### config.mk
export PLATFORM = sky130hd
export DESIGN_NAME = keyboard
export DESIGN_NICKNAME = d
export VERILOG_FILES = /design/src/rtl/keyboard.sv
export SDC_FILE = /design/constraint.sdc
export NUM_CORES = 1
export LEC_CHECK = 0
export ABC_AREA = 1
export CORE_ASPECT_RATIO = 1.5
export CORE_MARGIN = 2
export CORE_UTILIZATION = 30
export DETAILED_ROUTE_END_ITERATION = 12
export GPL_TIMING_DRIVEN = 1
export HOLD_SLACK_MARGIN = 0.12
export PLACE_DENSITY_LB_ADDON = 0.05
export SLEW_MARGIN = 20
export SYNTH_ARGS = -nofsm -noshare
export SYNTH_HDL_FRONTEND = slang
export SYNTH_SLANG_ARGS = --single-unit
### constraint.sdc
create_clock -name clock -period 3.1 [get_ports clock]
set_input_delay 0.62 -clock clock [delete_from_list [all_inputs] [get_ports clock]]
set_output_delay 0.62 -clock clock [all_outputs]
set_load 0.005 [all_outputs]
### src/rtl/keyboard.sv
// -----------------------------------------------------------------------------
// keyboard
//   PS/2 keyboard receiver (scan-code set 2) feeding a ZX Spectrum 8x5 key
//   matrix. Frames are deserialised from the filtered PS/2 lines, prefix bytes
//   (E0 extended, F0 break) are tracked, and mapped keys are pressed/released
//   in the matrix. The ULA port 0xFE read is answered combinationally from the
//   half-row select.
//
// Ports
//   clock  in   1  system clock (cpuClock), single domain
//   reset  in   1  asynchronous, active-low
//   ps2Ck  in   1  raw PS/2 clock from the pad (asynchronous)
//   ps2D   in   1  raw PS/2 data from the pad (asynchronous)
//   row    in   8  half-row select a[15:8], active-low, several may be low
//   col    out  5  key columns, active-low (0 = pressed)
// -----------------------------------------------------------------------------
module keyboard #(
  parameter int FILTER  = 8,
  parameter int TIMEOUT = 2048
) (
  input  logic       clock,
  input  logic       reset,
  input  logic       ps2Ck,
  input  logic       ps2D,
  input  logic [7:0] row,
  output logic [4:0] col
);

  localparam int FW = (FILTER > 1) ? $clog2(FILTER) : 1;
  localparam int TW = $clog2(TIMEOUT + 1);

  typedef enum logic [1:0] {
    IDLE   = 2'd0,
    DATA   = 2'd1,
    PARITY = 2'd2,
    STOP   = 2'd3
  } state_t;

  // Odd parity over data plus parity bit: a valid frame XORs to 1.
  function automatic logic odd_parity(input logic [8:0] v);
    return ^v;
  endfunction

  // Scan-code lookup. Result is {hit, row[2:0], col[2:0]}.
  function automatic logic [6:0] key_map(input logic e, input logic [7:0] code);
    logic [6:0] m;
    m = 7'd0;
    if (e) begin
      case (code)
        8'h14:   m = {1'b1, 3'd7, 3'd1};   // right ctrl -> symbol shift
        8'h5A:   m = {1'b1, 3'd6, 3'd0};   // keypad enter -> enter
        default: m = 7'd0;
      endcase
    end else begin
      case (code)
        8'h12, 8'h59: m = {1'b1, 3'd0, 3'd0};  // caps shift (either shift key)
        8'h1A:   m = {1'b1, 3'd0, 3'd1};
        8'h22:   m = {1'b1, 3'd0, 3'd2};
        8'h21:   m = {1'b1, 3'd0, 3'd3};
        8'h2A:   m = {1'b1, 3'd0, 3'd4};
        8'h1C:   m = {1'b1, 3'd1, 3'd0};
        8'h1B:   m = {1'b1, 3'd1, 3'd1};
        8'h23:   m = {1'b1, 3'd1, 3'd2};
        8'h2B:   m = {1'b1, 3'd1, 3'd3};
        8'h34:   m = {1'b1, 3'd1, 3'd4};
        8'h15:   m = {1'b1, 3'd2, 3'd0};
        8'h1D:   m = {1'b1, 3'd2, 3'd1};
        8'h24:   m = {1'b1, 3'd2, 3'd2};
        8'h2D:   m = {1'b1, 3'd2, 3'd3};
        8'h2C:   m = {1'b1, 3'd2, 3'd4};
        8'h16:   m = {1'b1, 3'd3, 3'd0};
        8'h1E:   m = {1'b1, 3'd3, 3'd1};
        8'h26:   m = {1'b1, 3'd3, 3'd2};
        8'h25:   m = {1'b1, 3'd3, 3'd3};
        8'h2E:   m = {1'b1, 3'd3, 3'd4};
        8'h45:   m = {1'b1, 3'd4, 3'd0};
        8'h46:   m = {1'b1, 3'd4, 3'd1};
        8'h3E:   m = {1'b1, 3'd4, 3'd2};
        8'h3D:   m = {1'b1, 3'd4, 3'd3};
        8'h36:   m = {1'b1, 3'd4, 3'd4};
        8'h4D:   m = {1'b1, 3'd5, 3'd0};
        8'h44:   m = {1'b1, 3'd5, 3'd1};
        8'h43:   m = {1'b1, 3'd5, 3'd2};
        8'h3C:   m = {1'b1, 3'd5, 3'd3};
        8'h35:   m = {1'b1, 3'd5, 3'd4};
        8'h5A:   m = {1'b1, 3'd6, 3'd0};
        8'h4B:   m = {1'b1, 3'd6, 3'd1};
        8'h42:   m = {1'b1, 3'd6, 3'd2};
        8'h3B:   m = {1'b1, 3'd6, 3'd3};
        8'h33:   m = {1'b1, 3'd6, 3'd4};
        8'h29:   m = {1'b1, 3'd7, 3'd0};
        8'h14:   m = {1'b1, 3'd7, 3'd1};   // left ctrl -> symbol shift
        8'h3A:   m = {1'b1, 3'd7, 3'd2};
        8'h31:   m = {1'b1, 3'd7, 3'd3};
        8'h32:   m = {1'b1, 3'd7, 3'd4};
        default: m = 7'd0;
      endcase
    end
    return m;
  endfunction

  // Index 0 carries the PS/2 clock, index 1 the PS/2 data.
  logic [1:0]          meta_r;
  logic [1:0]          sync_r;
  logic [1:0]          filt_r;
  logic [1:0][FW-1:0]  fcnt_r;
  logic                ck_prev_r;
  logic                fall_s;
  logic                data_s;

  state_t              state_r;
  state_t              state_nx_s;
  logic [2:0]          bit_cnt_r;
  logic [7:0]          shift_r;
  logic                par_r;
  logic [TW-1:0]       tmo_cnt_r;
  logic                timeout_s;
  logic                start_s;
  logic                shift_en_s;
  logic                par_cap_s;
  logic                stop_s;

  logic                byte_valid_r;
  logic [7:0]          byte_r;
  logic                ext_r;
  logic                brk_r;
  logic [6:0]          map_s;
  logic [7:0][4:0]     matrix_r;
  logic [4:0]          col_s;

  // Two-flop synchronisers for both pad inputs; idle level is high.
  always_ff @(posedge clock or negedge reset) begin
    if (!reset) begin
      meta_r <= 2'b11;
      sync_r <= 2'b11;
    end else begin
      meta_r <= {ps2D, ps2Ck};
      sync_r <= meta_r;
    end
  end

  // Stability filter: a new level is accepted only after FILTER samples that
  // all differ from the current filtered level.
  always_ff @(posedge clock or negedge reset) begin
    if (!reset) begin
      filt_r <= 2'b11;
      fcnt_r <= '0;
    end else begin
      for (int i = 0; i < 2; i++) begin
        if (sync_r[i] == filt_r[i]) begin
          fcnt_r[i] <= '0;
        end else if (fcnt_r[i] == FW'(FILTER - 1)) begin
          filt_r[i] <= sync_r[i];
          fcnt_r[i] <= '0;
        end else begin
          fcnt_r[i] <= fcnt_r[i] + FW'(1);
        end
      end
    end
  end

  // Previous filtered clock level for falling-edge detection.
  always_ff @(posedge clock or negedge reset) begin
    if (!reset) begin
      ck_prev_r <= 1'b1;
    end else begin
      ck_prev_r <= filt_r[0];
    end
  end

  assign fall_s    = ck_prev_r & ~filt_r[0];
  assign data_s    = filt_r[1];
  // A fall in the same cycle restarts the idle count, so it takes priority.
  assign timeout_s = (state_r != IDLE) && !fall_s && (tmo_cnt_r == TW'(TIMEOUT - 1));

  // Receiver state register.
  always_ff @(posedge clock or negedge reset) begin
    if (!reset) begin
      state_r <= IDLE;
    end else begin
      state_r <= state_nx_s;
    end
  end

  // Receiver next-state logic.
  always_comb begin
    state_nx_s = state_r;
    if (timeout_s) begin
      state_nx_s = IDLE;
    end else if (fall_s) begin
      case (state_r)
        IDLE:    state_nx_s = data_s ? IDLE : DATA;
        DATA:    state_nx_s = (bit_cnt_r == 3'd7) ? PARITY : DATA;
        PARITY:  state_nx_s = STOP;
        STOP:    state_nx_s = IDLE;
        default: state_nx_s = IDLE;
      endcase
    end else begin
      state_nx_s = state_r;
    end
  end

  // Receiver per-state action strobes.
  always_comb begin
    start_s    = 1'b0;
    shift_en_s = 1'b0;
    par_cap_s  = 1'b0;
    stop_s     = 1'b0;
    if (fall_s) begin
      case (state_r)
        IDLE:    start_s    = ~data_s;
        DATA:    shift_en_s = 1'b1;
        PARITY:  par_cap_s  = 1'b1;
        STOP:    stop_s     = 1'b1;
        default: start_s    = 1'b0;
      endcase
    end else begin
      start_s = 1'b0;
    end
  end

  // Receiver datapath: bit counter, shifter, parity capture, byte strobe.
  always_ff @(posedge clock or negedge reset) begin
    if (!reset) begin
      bit_cnt_r    <= 3'd0;
      shift_r      <= 8'h00;
      par_r        <= 1'b0;
      byte_valid_r <= 1'b0;
      byte_r       <= 8'h00;
    end else begin
      byte_valid_r <= 1'b0;
      if (start_s) begin
        bit_cnt_r <= 3'd0;
      end else if (shift_en_s) begin
        bit_cnt_r <= bit_cnt_r + 3'd1;
        shift_r   <= {data_s, shift_r[7:1]};   // LSB arrives first
      end else if (par_cap_s) begin
        par_r <= data_s;
      end else if (stop_s) begin
        byte_valid_r <= data_s & odd_parity({par_r, shift_r});
        byte_r       <= shift_r;
      end
    end
  end

  // Mid-frame idle counter; cleared by every clock fall and while idle.
  always_ff @(posedge clock or negedge reset) begin
    if (!reset) begin
      tmo_cnt_r <= '0;
    end else if (fall_s || state_r == IDLE) begin
      tmo_cnt_r <= '0;
    end else begin
      tmo_cnt_r <= tmo_cnt_r + TW'(1);
    end
  end

  assign map_s = key_map(ext_r, byte_r);

  // Decoder: prefix tracking and key matrix update, one byte per cycle.
  always_ff @(posedge clock or negedge reset) begin
    if (!reset) begin
      ext_r    <= 1'b0;
      brk_r    <= 1'b0;
      matrix_r <= '1;
    end else if (byte_valid_r) begin
      if (byte_r == 8'hE0) begin
        ext_r <= 1'b1;
      end else if (byte_r == 8'hF0) begin
        brk_r <= 1'b1;
      end else begin
        ext_r <= 1'b0;
        brk_r <= 1'b0;
        if (map_s[6]) begin
          // Make drives the bit low, break releases it high.
          matrix_r[map_s[5:3]][map_s[2:0]] <= brk_r;
        end
      end
    end
  end

  // Column read: AND of every selected half-row.
  always_comb begin
    col_s = 5'h1F;
    for (int r = 0; r < 8; r++) begin
      if (!row[r]) begin
        col_s = col_s & matrix_r[r];
      end else begin
        col_s = col_s;
      end
    end
  end

  assign col = col_s;

endmodule

[After elaboration in Yosys (flattened, before gate mapping)]
Memories as Yosys holds them, arrays and structs flattened.
Cells that the tools add are included.
Storage, ports and cells
  word-level logic and storage cells: 127
  output and inout bits: 5
  memories kept: 1
  bits in read-only memories: 896
  bits of input ports: 12
  flip-flop bits (word level): 90
Memory list
  (no name shown): words 128, width 7, read ports 1, clocked after Yosys merged registers in 0, write ports 0, RTL line 55  | case (code)
Operators by class
  multiplexer cells: 43
  bitwise gates (word level): 18
  $lt $le $gt $ge: 4
  reductions and logical operators: 19
  equal/unequal tests: 14
  $add $sub $neg: 4
Operators with widths (count)
  $mux W5: 9
  $bwmux W40: 1
  $and A5 B5 Y5: 7
  $mux W3: 6
  $mux W1: 17
  $eq A8 B8 Y1 const B: 2
  $demux W5 S3: 1
  $mux W7: 2
  $pmux W7 S2: 1
  $add A12 B1 Y12 const B: 1
  $eq A12 B11 Y1 const B: 1
  $mux W12: 1
  $reduce_and A2 Y1: 5
  $add A3 B1 Y3 const B: 3
  $eq A3 B3 Y1 const B: 3
  $not A1 Y1: 9
  $reduce_xor A9 Y1: 1
  $eq A8 B5 Y1 const B: 1
  $eq A8 B7 Y1 const B: 1
  $lt A3 B4 Y1 const B: 2
  $pmux W2 S4: 1
  $reduce_and A4 Y1: 2
  $ge A3 B1 Y1 const B: 2
  $mux W2: 3
  other kinds (12): 20

[Logic depth before layout (Yosys ltp)]
  word-level depth: 15
  mapped depth: 18
  mapped depth without buffers: 16

[Worst setup path before layout]
No wires, ideal clock.
  path kind: flip-flop to flip-flop
  start: register byte_r[1]
  end: register matrix_r[26] (netlist bit)
  arrival: 1.917 ns
  path slack: 1.100 ns
  data required time: 3.017 ns
  cell stages (with the launch flop): 18
  period minus slack after synthesis: 2.000 ns
  setup time: 0.083 ns
  buffers on the path: 2
  path through: dfrtp_1 -> inv_1 -> ha_1 -> inv_1 -> nand2_1 -> nand2_1 -> nand2_1 -> nand2_1 -> nor2_1 -> nand3_1 -> nand2_1 -> nand2_1 -> buf_6 -> nor2_2 -> buf_4 -> nand3_1 -> nand2_1 -> o21ai_1
On the way
  longest elaborated chain between the ends: 10
Ends and longest elaborated chain
  start, declared: RTL line 124  | logic [7:0] byte_r;
  start signal, assigned: RTL line 241  | byte_r <= shift_r;
  $mem_v2 Z128 W7 (tied with other cells)
  $mux W7 or $pmux W7 S2 (tied branches): RTL line 55, 49
  $mux W7: RTL line 48  | if (e) begin
  $lt A3 B4 Y1 (implied by the code) or $ge A3 B1 Y1 (tied branches): RTL line 275  | matrix_r[map_s[5:3]][map_s[2:0]] <= brk_r;
  $logic_and A1 B1 Y1 (implied by the code): RTL line 275
  $mux W1 (implied by the code): RTL line 275
  $demux W1 S3: RTL line 275
  $mux W5 (implied by the code): RTL line 275
  $demux W5 S3: RTL line 275
  $bwmux W40: RTL line 275
  end signal, assigned by index: RTL line 275
  end, declared: RTL line 128  | logic [7:0][4:0] matrix_r;
Parallel ways exist; a longest one is shown, timed or not.
A chain may end at the register's enable or synchronous reset.

[Worst setup path after layout]
  start: input row[4]
  end: output col[1]
On the way
  longest elaborated chain between the ends: 7
Ends and longest elaborated chain
  start, declared: RTL line 25  | input logic [7:0] row,
  $mux W5 *: RTL line 285  | if (!row[r]) begin
  $and A5 B5 Y5: RTL line 286  | col_s = col_s & matrix_r[r];
  $mux W5 *: RTL line 285
  $and A5 B5 Y5: RTL line 286
  $mux W5 *: RTL line 285
  $and A5 B5 Y5: RTL line 286
  $mux W5 *: RTL line 285
  end, declared: RTL line 26  | output logic [4:0] col
Every way passes the cells marked *; elsewhere a longest branch is shown, timed or not.

==> flow_results.xml <==
<?xml version="1.0" encoding="UTF-8"?>
<metrics>
  <group name="status">
    <metric name="run_status" unit="">completed</metric>
  </group>
  <group name="timing">
    <metric name="hold_violation_count_in_the_final_report" unit="">0</metric>
    <metric name="period_share" unit="">0.9387</metric>
    <metric name="fin_worst_skew" unit="ns">0.01080</metric>
    <metric name="achievable-frequency" unit="MHz">343.6</metric>
    <metric name="setup_viol" unit="">0</metric>
    <metric name="timing.final.max_slew_violations" unit="">0</metric>
    <metric name="fin_tns_setup" unit="ns">0</metric>
    <metric name="setup_repair_after_global_routing_missed_its_margin" unit="">false</metric>
    <metric name="fin_crit" unit="ns">2.910</metric>
    <metric name="worst_slew_margin_rel" unit="">0.5561</metric>
    <metric name="worst_slew_pin_slew" unit="ns">0.6659</metric>
  </group>
  <group name="cts">
    <metric name="cts_resized" unit="">0</metric>
    <metric name="cts_tree" unit="">done</metric>
    <metric name="postCtsSetupRepairBufs" unit="">0</metric>
    <metric name="postCtsHoldBufs" unit="">0</metric>
    <metric name="cts_max_path_buffers" unit="">2</metric>
    <metric name="tritoncts.num_buffers" unit="">9</metric>
    <metric name="clk_latency_worst_skew_pair" unit="ns">0.34</metric>
    <metric name="cts_max_level" unit="">3</metric>
    <metric name="clock_sink_count" unit="">90</metric>
    <metric name="clock_tree_root_buffer_cell" unit="">sky130_fd_sc_hd__clkbuf_16</metric>
    <metric name="clk_pin_slew" unit="ns">0.06</metric>
  </group>
  <group name="critical_path">
    <metric name="timing.critical_path.to_type" unit="">output port</metric>
    <metric name="critical_path.startpoint_type" unit="">input pin</metric>
    <metric name="data_arrival_critical_path" unit="ns">2.29</metric>
    <metric name="critPathMaxFanout" unit="">5</metric>
    <metric name="worst_r2r_startpoint" unit="">byte_r[1]</metric>
    <metric name="critPathKind" unit="">input pin to output port</metric>
    <metric name="timing.critical_path.from" unit="">row[4]</metric>
    <metric name="cp.required" unit="ns">2.48</metric>
  </group>
  <group name="drt">
    <metric name="wire_per_inst" unit="um">15.78</metric>
    <metric name="met2_length" unit="um">7337</metric>
    <metric name="viasPerCell" unit="">5.019</metric>
    <metric name="vias" unit="">4452</metric>
    <metric name="m1WireLength" unit="um">5761</metric>
    <metric name="drt_iter0_drc" unit="">201</metric>
    <metric name="detail_route.drc_violations" unit="">0</metric>
    <metric name="top_layer_used" unit="">met4</metric>
    <metric name="route.met3.wl" unit="um">418</metric>
    <metric name="totalWireLength" unit="um">13990</metric>
    <metric name="postRouteAntennaNets" unit="">0</metric>
    <metric name="detail_route.first_pass.iterations" unit="">5</metric>
  </group>
  <group name="cells_and_area">
    <metric name="layout_common_cells" unit="">193 x sky130_fd_sc_hd__nand2_1, 60 x sky130_fd_sc_hd__nand3_1, 51 x sky130_fd_sc_hd__inv_1</metric>
    <metric name="finalCoreUtilization" unit="">0.3398</metric>
    <metric name="layout_commonest_cell" unit="">sky130_fd_sc_hd__nand2_1</metric>
    <metric name="layout.nets" unit="">694</metric>
    <metric name="nFillCells" unit="">1852</metric>
    <metric name="diodes" unit="">0</metric>
    <metric name="final_layout_size_suffix_gt1_frac" unit="">0.1573</metric>
    <metric name="design_area" unit="um^2">5869</metric>
    <metric name="area_growth" unit="%">11.40</metric>
  </group>
  <group name="synthesis">
    <metric name="post_synth.cell_area_avg" unit="um^2">7.935</metric>
    <metric name="number_of_instances_in_the_synthesized_netlist" unit="">664</metric>
    <metric name="netlist-cell-type-count" unit="">38</metric>
    <metric name="synth.ff_latch_count" unit="">90</metric>
    <metric name="synth-seq-area-share" unit="">0.4386</metric>
    <metric name="postSynthNetCount" unit="">689</metric>
    <metric name="synth-async-reset-ratio" unit="">1.000</metric>
    <metric name="synth.cell_area" unit="um^2">5269</metric>
    <metric name="synth_enable_flop_cells" unit="">0</metric>
    <metric name="yosysWarnings" unit="">0</metric>
    <metric name="synth_flop_cell" unit="">sky130_fd_sc_hd__dfstp_2</metric>
  </group>
  <group name="global_route">
    <metric name="grt_max_degree" unit="">66</metric>
    <metric name="grt_use_total" unit="">0.1577</metric>
    <metric name="grt_pass1_wl" unit="um">23520</metric>
    <metric name="number_of_antenna_violations_at_the_first_check_in_global_routing" unit="">0</metric>
    <metric name="number_of_global_route_vias_before_repair" unit="">4469</metric>
    <metric name="grt-ovfl-total" unit="">0</metric>
  </group>
  <group name="floorplanning">
    <metric name="rows" unit="">59</metric>
    <metric name="die-area" unit="um^2">18660</metric>
    <metric name="dieWidth" unit="um">112.2</metric>
    <metric name="initial_standard_cell_utilization_of_the_core" unit="">0.3050</metric>
    <metric name="chip_height" unit="um">166.3</metric>
    <metric name="area_of_the_core" unit="um^2">17270</metric>
    <metric name="io_pins" unit="">17</metric>
  </group>
  <group name="min_path">
    <metric name="hold_path_class" unit="">input pin to async pin</metric>
  </group>
  <group name="placement">
    <metric name="globalplace.congestion" unit="">0.8789</metric>
    <metric name="half_perimeter_wire_length_after_placement" unit="um">10430</metric>
    <metric name="dpl_cell_area" unit="um^2">5562</metric>
    <metric name="port_buffers" unit="">16</metric>
  </group>
  <group name="pwr">
    <metric name="p_leak" unit="nW">2.521</metric>
    <metric name="powerDensity" unit="nW/um^2">488.3</metric>
    <metric name="maximum_vdd_drop" unit="uV">212.1</metric>
  </group>
  <group name="run">
    <metric name="maxCapViolations" unit="">0</metric>
  </group>
</metrics>
[final cells by class]
cell class	instances	area (um^2)	share of cell area
flip-flops and latches	90	2311	0.3937
well taps	213	266.5	0.04541
repair buffers	23	235.2	0.04008
inverters	56	212.7	0.03624
multi-input cells	489	2536	0.4321
clock buffers	9	225.2	0.03837
clock inverters	7	82.58	0.01407
[logic make-up after synthesis]
| group | synth area share |
|---|---|
| buffers and inverters | 0.08145 |
| XOR/XNOR | 0.01995 |
| adder cells (fa/ha/maj) | 0.03087 |
| AO/OA/AOI/OAI | 0.07837 |
| multiplexers | 0.001900 |
| AND/OR/NAND/NOR | 0.3488 |
| flip-flops | 0.4386 |
[synthesized netlist by cell type (8+ instances only)]
cell	number	area, um^2
sky130_fd_sc_hd__buf_6	9	101.4
sky130_fd_sc_hd__o21ai_0	21	105.1
sky130_fd_sc_hd__dfstp_2	47	1235
sky130_fd_sc_hd__nor3_1	11	55.05
sky130_fd_sc_hd__nand3_1	60	300.3
sky130_fd_sc_hd__buf_4	10	75.07
sky130_fd_sc_hd__nand2_2	9	56.30
sky130_fd_sc_hd__nand2_1	193	724.4
sky130_fd_sc_hd__dfrtp_1	43	1076
sky130_fd_sc_hd__nand4_1	44	275.3
sky130_fd_sc_hd__o22ai_1	21	131.4
sky130_fd_sc_hd__ha_1	13	162.7
sky130_fd_sc_hd__nor2_4	8	90.09
sky130_fd_sc_hd__a21oi_1	15	75.07
sky130_fd_sc_hd__inv_1	51	191.4
sky130_fd_sc_hd__nor2_1	47	176.4
[metrics by stage]
step	std cells	hold WS [ns]	total power [mW]	setup slack, ns
2_1_floorplan	664	0.3244	1.643	1.100
3_3_place_gp	871	0.3460	1.750	0.2373
3_5_place_dp	871	0.3482	1.773	0.2260
4_1_cts	887	0.3364	2.928	0.2053
5_1_grt	887	0.3508	3.046	0.1314
6_report	887	0.3259	2.866	0.1900
[critical path, cell delays in order]
cell                              delay (ns)
sky130_fd_sc_hd__clkdlybuf4s50_1        0.61
sky130_fd_sc_hd__o22ai_1                0.16
sky130_fd_sc_hd__nor4_1                 0.34
sky130_fd_sc_hd__clkdlybuf4s50_1        0.56
[registers in the layout (all words and copies together), names as in the netlist, 2 cells and up]
name,flops
sync_r,2
filt_r,2
matrix_r,40
meta_r,2
state_r,2
bit_cnt_r,3
shift_r,8
tmo_cnt_r,12
fcnt_r,6
byte_r,8
[layer usage]
layer  GRT usage  vias up
met5           0        -
met4     0.07211        0
met3     0.03540       22
met2      0.2808       73
met1      0.1776     2141
li1            -     2216
[final timing paths]
kind | end | slack (ns) | depth (start not counted)
setup / recovery | col[1] | 0.19 | 4
hold / removal | ext_r | 0.33 | 1
setup reg to reg | matrix_r[16] | 0.50 | 13
hold reg to reg | sync_r[0] | 0.36 | 0
max in group asynchronous | sync_r[1] | 2.05 | 2
min in group clock | sync_r[0] | 0.36 | 0
[power breakdown]
| part | total, mW | switching, mW | internal (mW) |
|---|---|---|---|
| combinational | 0.384 | 0.242 | 0.142 |
| sequential | 1.36 | 0.0637 | 1.29 |
| clock | 1.13 | 0.486 | 0.639 |
(Power assumes the default switching activity.)
